**src/rtl/n2r_buffer_stream.sv**
```systemverilog
// Streaming row-to-block buffer: ping-pong slice banks filled one row per beat,
// drained as one BLOCK_SIZE x BLOCK_SIZE chunk per core per output beat.
module n2r_buffer_stream #(
    parameter int WIDTH      = 16,
    parameter int BLOCK_SIZE = 2,
    parameter int NUM_CORES  = 2,
    parameter int ROW        = 10,
    parameter int COL        = 8,
    localparam int CHUNK_SIZE = BLOCK_SIZE * BLOCK_SIZE,
    localparam int SLICE_ROWS = BLOCK_SIZE * NUM_CORES,
    localparam int NUM_SLICES = (ROW + SLICE_ROWS - 1) / SLICE_ROWS
) (
    input  logic                                      clk,
    input  logic                                      rst_n,
    input  logic                                      en,
    input  logic                                      in_valid,
    output logic                                      in_ready,
    input  logic [WIDTH*COL-1:0]                      in_data,
    output logic                                      out_valid,
    input  logic                                      out_ready,
    output logic [WIDTH*CHUNK_SIZE*NUM_CORES-1:0]     out_data,
    output logic                                      out_last,
    output logic                                      frame_done,
    output logic [$clog2(NUM_SLICES):0]               slice_idx
);

    localparam int CHUNKS_PER_ROW = COL / BLOCK_SIZE;
    localparam int PAD_ROWS       = NUM_SLICES * SLICE_ROWS - ROW;
    localparam int CW             = WIDTH * CHUNK_SIZE;
    localparam int RW             = (SLICE_ROWS > 1) ? $clog2(SLICE_ROWS) : 1;
    localparam int FW             = (ROW > 1) ? $clog2(ROW) : 1;
    localparam int KW             = (CHUNKS_PER_ROW > 1) ? $clog2(CHUNKS_PER_ROW) : 1;
    localparam int SW             = $clog2(NUM_SLICES) + 1;

    if (COL % BLOCK_SIZE != 0) begin : g_col_check
        $error("COL must be a multiple of BLOCK_SIZE");
    end

    typedef enum logic {W_FILL, W_PAD} wstate_t;
    typedef enum logic {R_IDLE, R_OUT} rstate_t;

    logic [COL*WIDTH-1:0] mem [2][SLICE_ROWS];

    wstate_t         wstate, wstate_n;
    rstate_t         rstate, rstate_n;
    logic [1:0]      full;
    logic            wr_bank, wr_bank_n, rd_bank, rd_bank_n;
    logic [RW-1:0]   wr_row, wr_row_n;
    logic [FW-1:0]   frame_row, frame_row_n;
    logic [KW-1:0]   k, k_n;
    logic [SW-1:0]   slice_n;
    logic            done_n;
    logic            set_full, clr_full, wr_en, wr_zero;
    logic            in_fire, out_fire, last_row, beat_last;

    assign in_ready  = rst_n && en && (wstate == W_FILL) && !full[wr_bank];
    assign in_fire   = in_valid && in_ready;
    assign last_row  = (frame_row == FW'(ROW - 1));

    // A full read bank is presented immediately, so the first beat follows the
    // filling handshake by one cycle and back-to-back slices have no bubble.
    assign out_valid = rst_n && full[rd_bank];
    assign out_fire  = out_valid && out_ready;
    assign beat_last = (k == KW'(CHUNKS_PER_ROW - 1));
    assign out_last  = out_valid && beat_last;

    always_comb begin
        wstate_n    = wstate;
        wr_bank_n   = wr_bank;
        wr_row_n    = wr_row;
        frame_row_n = frame_row;
        set_full    = 1'b0;
        wr_en       = 1'b0;
        wr_zero     = 1'b0;
        case (wstate)
            W_FILL: begin
                if (in_fire) begin
                    wr_en       = 1'b1;
                    frame_row_n = last_row ? '0 : frame_row + 1'b1;
                    if (last_row && PAD_ROWS > 0) begin
                        wstate_n = W_PAD;
                        wr_row_n = wr_row + 1'b1;
                    end else if (last_row || wr_row == RW'(SLICE_ROWS - 1)) begin
                        set_full  = 1'b1;
                        wr_bank_n = ~wr_bank;
                        wr_row_n  = '0;
                    end else begin
                        wr_row_n = wr_row + 1'b1;
                    end
                end
            end
            W_PAD: begin
                if (en) begin
                    wr_en   = 1'b1;
                    wr_zero = 1'b1;
                    if (wr_row == RW'(SLICE_ROWS - 1)) begin
                        set_full  = 1'b1;
                        wr_bank_n = ~wr_bank;
                        wr_row_n  = '0;
                        wstate_n  = W_FILL;
                    end else begin
                        wr_row_n = wr_row + 1'b1;
                    end
                end
            end
            default: wstate_n = W_FILL;
        endcase
    end

    always_comb begin
        rstate_n  = rstate;
        rd_bank_n = rd_bank;
        k_n       = k;
        slice_n   = slice_idx;
        done_n    = 1'b0;
        clr_full  = 1'b0;
        if (out_fire) begin
            if (beat_last) begin
                clr_full  = 1'b1;
                rd_bank_n = ~rd_bank;
                k_n       = '0;
                rstate_n  = full[~rd_bank] ? R_OUT : R_IDLE;
                if (slice_idx == SW'(NUM_SLICES - 1)) begin
                    slice_n = '0;
                    done_n  = 1'b1;
                end else begin
                    slice_n = slice_idx + 1'b1;
                end
            end else begin
                k_n      = k + 1'b1;
                rstate_n = R_OUT;
            end
        end else if (rstate == R_IDLE && full[rd_bank]) begin
            rstate_n = R_OUT;
        end
    end

    always_ff @(posedge clk) begin
        if (!rst_n) begin
            wstate     <= W_FILL;
            rstate     <= R_IDLE;
            full       <= '0;
            wr_bank    <= 1'b0;
            rd_bank    <= 1'b0;
            wr_row     <= '0;
            frame_row  <= '0;
            k          <= '0;
            slice_idx  <= '0;
            frame_done <= 1'b0;
        end else begin
            wstate     <= wstate_n;
            rstate     <= rstate_n;
            wr_bank    <= wr_bank_n;
            rd_bank    <= rd_bank_n;
            wr_row     <= wr_row_n;
            frame_row  <= frame_row_n;
            k          <= k_n;
            slice_idx  <= slice_n;
            frame_done <= done_n;
            // Writer only fills an empty bank and reader only releases a full one,
            // so these never target the same bank in one cycle.
            if (set_full) full[wr_bank] <= 1'b1;
            if (clr_full) full[rd_bank] <= 1'b0;
        end
    end

    always_ff @(posedge clk) begin
        if (wr_en) mem[wr_bank][wr_row] <= wr_zero ? '0 : in_data;
    end

    always_comb begin
        out_data = '0;
        if (out_valid) begin
            for (int c = 0; c < NUM_CORES; c++) begin
                for (int r = 0; r < BLOCK_SIZE; r++) begin
                    for (int j = 0; j < BLOCK_SIZE; j++) begin
                        out_data[(NUM_CORES-1-c)*CW + (CHUNK_SIZE-1-(r*BLOCK_SIZE+j))*WIDTH +: WIDTH] =
                            mem[rd_bank][RW'(c*BLOCK_SIZE + r)][(COL-1-(int'(k)*BLOCK_SIZE+j))*WIDTH +: WIDTH];
                    end
                end
            end
        end
    end

endmodule

```
**config.mk**
```make
export PLATFORM = sky130hd
export DESIGN_NAME = n2r_buffer_stream
export DESIGN_NICKNAME = d
export VERILOG_FILES = /design/src/rtl/n2r_buffer_stream.sv
export SDC_FILE = /design/constraint.sdc
export NUM_CORES = 1
export LEC_CHECK = 0
export ABC_CLOCK_PERIOD_IN_PS = 13500
export BUFFER_PORTS_ARGS = -buffer_cell sky130_fd_sc_hd__buf_2
export CELL_PAD_IN_SITES_DETAIL_PLACEMENT = 0
export CELL_PAD_IN_SITES_GLOBAL_PLACEMENT = 1
export CORE_ASPECT_RATIO = 0.6
export CORE_MARGIN = 8
export CORE_UTILIZATION = 30
export DETAILED_ROUTE_END_ITERATION = 10
export PLACE_DENSITY_LB_ADDON = 0.1
export SKIP_CTS_REPAIR_TIMING = 1
export SLEW_MARGIN = 20
export SYNTH_ARGS = -nofsm -noshare
export SYNTH_HDL_FRONTEND = slang
export SYNTH_SLANG_ARGS = --single-unit
export TNS_END_PERCENT = 10
```
**constraint.sdc**
```tcl
create_clock -name clk -period 13.5 [get_ports clk]
set_input_delay 0.675 -clock clk [delete_from_list [all_inputs] [get_ports clk]]
set_output_delay 0.675 -clock clk [all_outputs]
set_load 0.005 [all_outputs]
```
==> results.md <==
* Area grow syn2layout at 17.4%
* Drt via density at 4.40
* Vias at 10400
* CTS root buf: clkbuf_16
* RSZ-0062 raised after global routing: false
* Total GRT Usage at 12.5%
* DR DRC count at 0
* Vias in the first global route at 11200
* Synthesized cell area at 21500 um2
* Synth Area in XOR/XNOR at 0.122%
* Max H-tree Level at 2
* Post-layout minimum cycle time at 4110 ps
* Initial antenna violation count at 6
* Synth unique cells at 46
* Critical path capture point: out_data[65]
* Cell depth of the worst hold path at 2
* Layout cells sized above 1 at 31.7%
* R2r worst-path depth at 5
* Wire length of the first global-routing pass at 76800 um
* Die height at 224 um
* Die area at 80900 um2
* Final layout net count at 1486
* Crit path launch type: flop
* Setup TNS at 0 ps
* R2R setup slack at 9820 ps
* DP HPWL at 31500 um
* Clock-pin slew on the worst setup and hold paths at 60 ps
* # setup viols final at 0
* Final period util at 30.4%
* Ys async rst share at 0%
* CP required at 12820 ps
* # fillers at 6777
* Max Freq at 244 MHz
* Top-count cell post-synth: edfxtp_1
* Min-delay worst type: input port to flop
* Mux cell area share after synthesis at 13.6%
* Worst-case clock buffer depth at 3
* Routed Wire Length at 51400 um
* Hold Vio Cnt, Final at 0
* Critical R2R Launch: wstate
* R2R Path End: mem[1][418]
* Pwr Total at 3490 uW
* Rel. slew slack at 34.3%
* Largest net degree at the start of global routing at 73
* PD cells at 138 nW/um2
* GP Congestion at 0.662
* Sequential cell area fraction in the yosys report at 73.0%
* I/O pin cnt at 268
* # rows at 76
* Leak Pwr at 0.00854 uW
* Post-synth top flop: edfxtp_1
* Status: finished clean
* Number of max-cap violations at 0
* Number of synthesized flops with an enable pin at 512
* Initial Utilization at 30.2%
* Top cell type's share of synthesized area at 71.4%
* Syn Inst Count at 1129
* Max-slew violation count at 0
* Aggregate global routing overflow at 0
* Wire length per cell at 21.7 um
* Area fraction in compound gates after synthesis at 2.86%
* Worst-Skew Late Latency at 600 ps
* I/O Buffers at 203
* 1st-iter DRT viols at 559
* Synth Area in Adders at 0.290%
* Seq cells post-synth at 530
* Largest cells by area after synthesis: edfxtp_1 (71%), mux4_2 (13%), and2_1 (3.7%), buf_4 (2.6%), dfxtp_1 (1.7%)
* Top post-synthesis cells by count: edfxtp_1 (512), and2_1 (129), mux4_2 (128)
* Number of buffers created by CTS at 54
* Post-Syn Area per Cell at 19.1 um2
* Simple-Gate Fraction of Synth Area at 5.13%
* Setup WS pre-CTS at 9330 ps
* Crit path from: k[0]
* CP max FO at 58
* Cell taking the most area after synthesis: edfxtp_1
* Worst Skew at 11.0 ps
* DIE WIDTH at 362 um
* Worst Slack Setup Final at 9390 ps
* Clock sink count at 530
* CTS tree: yes
* Largest family of logic cells by synthesized area: multiplexers
* Final ANT Viol Nets at 0
* Worst Path Arrival at 3430 ps
* Core Box Area at 71400 um2
* Slew @ Worst Pin at 986 ps
* First-pass DRT Iterations at 4
* CP endpoint kind: primary output
* Peak VDD IR at 0.0000839 V
* Crit path kind: flop to primary output
* Synth warn at 0
[state kept, by name (all words and copies together), names as in the netlist, 2 cells and up, named ones only]
register / flops
frame_row: 4
full: 2
k: 2
mem: 512
slice_idx: 3
wr_row: 2
[worst min-delay path by stage]
| stage | startpoint | endpoint | slack, ps |
|---|---|---|---|
| floorplan | wr_row[1] | wr_row[1] | 490 |
| finish | in_data[86] | mem[0][342] | 430 |
| global placement | rd_bank | full[0] | 520 |
| global route | in_data[71] | mem[0][455] | 400 |
| detailed placement | slice_idx[1] | slice_idx[1] | 530 |
| CTS | in_data[86] | mem[0][342] | 380 |
[metal layers]
metal	share of wire, %	vias to the layer above	GRT usage (%)
met5	0.080	-	0
met4	1.6	6	2.80
met3	4.5	73	2.78
met2	46	189	19.5
met1	48	5414	17.9
li1	-	4734	-
[worst max-delay path, cell delays in order, from the launching register on]
cell and delay (ps):
dfxtp_4 630, buf_4 780, ha_1 270, nand2_1 70, nand3b_1 90, buf_4 460, o22ai_1 300, buf_2 220
[stage by stage]
stage	std cells	area (um2)	hold slack, ps	util (%)
finish	2367	25300	433	35.4
global route	2366	25300	403	35.4
CTS	2365	25300	382	35.4
detailed placement	2266	23400	526	32.8
global placement	2266	23400	522	32.8
floorplan	1192	21800	489	-
[power breakdown]
part	internal (uW)	switching, uW
combinational	33.5	51.8
clock	954	632
sequential	1820	3.49
total	2810	688
[cells by family after synthesis]
group                      after synthesis
and+or+nand+nor                        183
DFF                                    530
muxes                                  132
buffers and inverters                  193
other                                    1
xor gates and xnor gates                 3
adders and majority gates                5
AOI/OAI and AO/OA                       82
[cell type report]
type | count | area (um2) | area share (%)
antenna | 1 | 2.50 | 0.00989
clock buffer | 66 | 1460 | 5.77
clock inverter | 33 | 400 | 1.58
inverter | 72 | 270 | 1.07
multi-input combinational | 469 | 5020 | 19.9
sequential | 530 | 15700 | 62.2
tap | 975 | 1220 | 4.82
timing repair buffer | 221 | 1170 | 4.63
[cell usage in the layout, fill, tap and decap left out, drive strengths merged, types with 12 or more instances in the layout]
cell,Yosys,final
clkbuf,19,66
inv,67,67
dfxtp,18,18
a22o,32,32
and2,129,129
nor2,12,12
edfxtp,512,512
clkinv,5,26
nand2,13,13
conb,1,64
mux4,128,128
o22ai,33,33
buf,102,221
(Power assumes the default switching activity.)
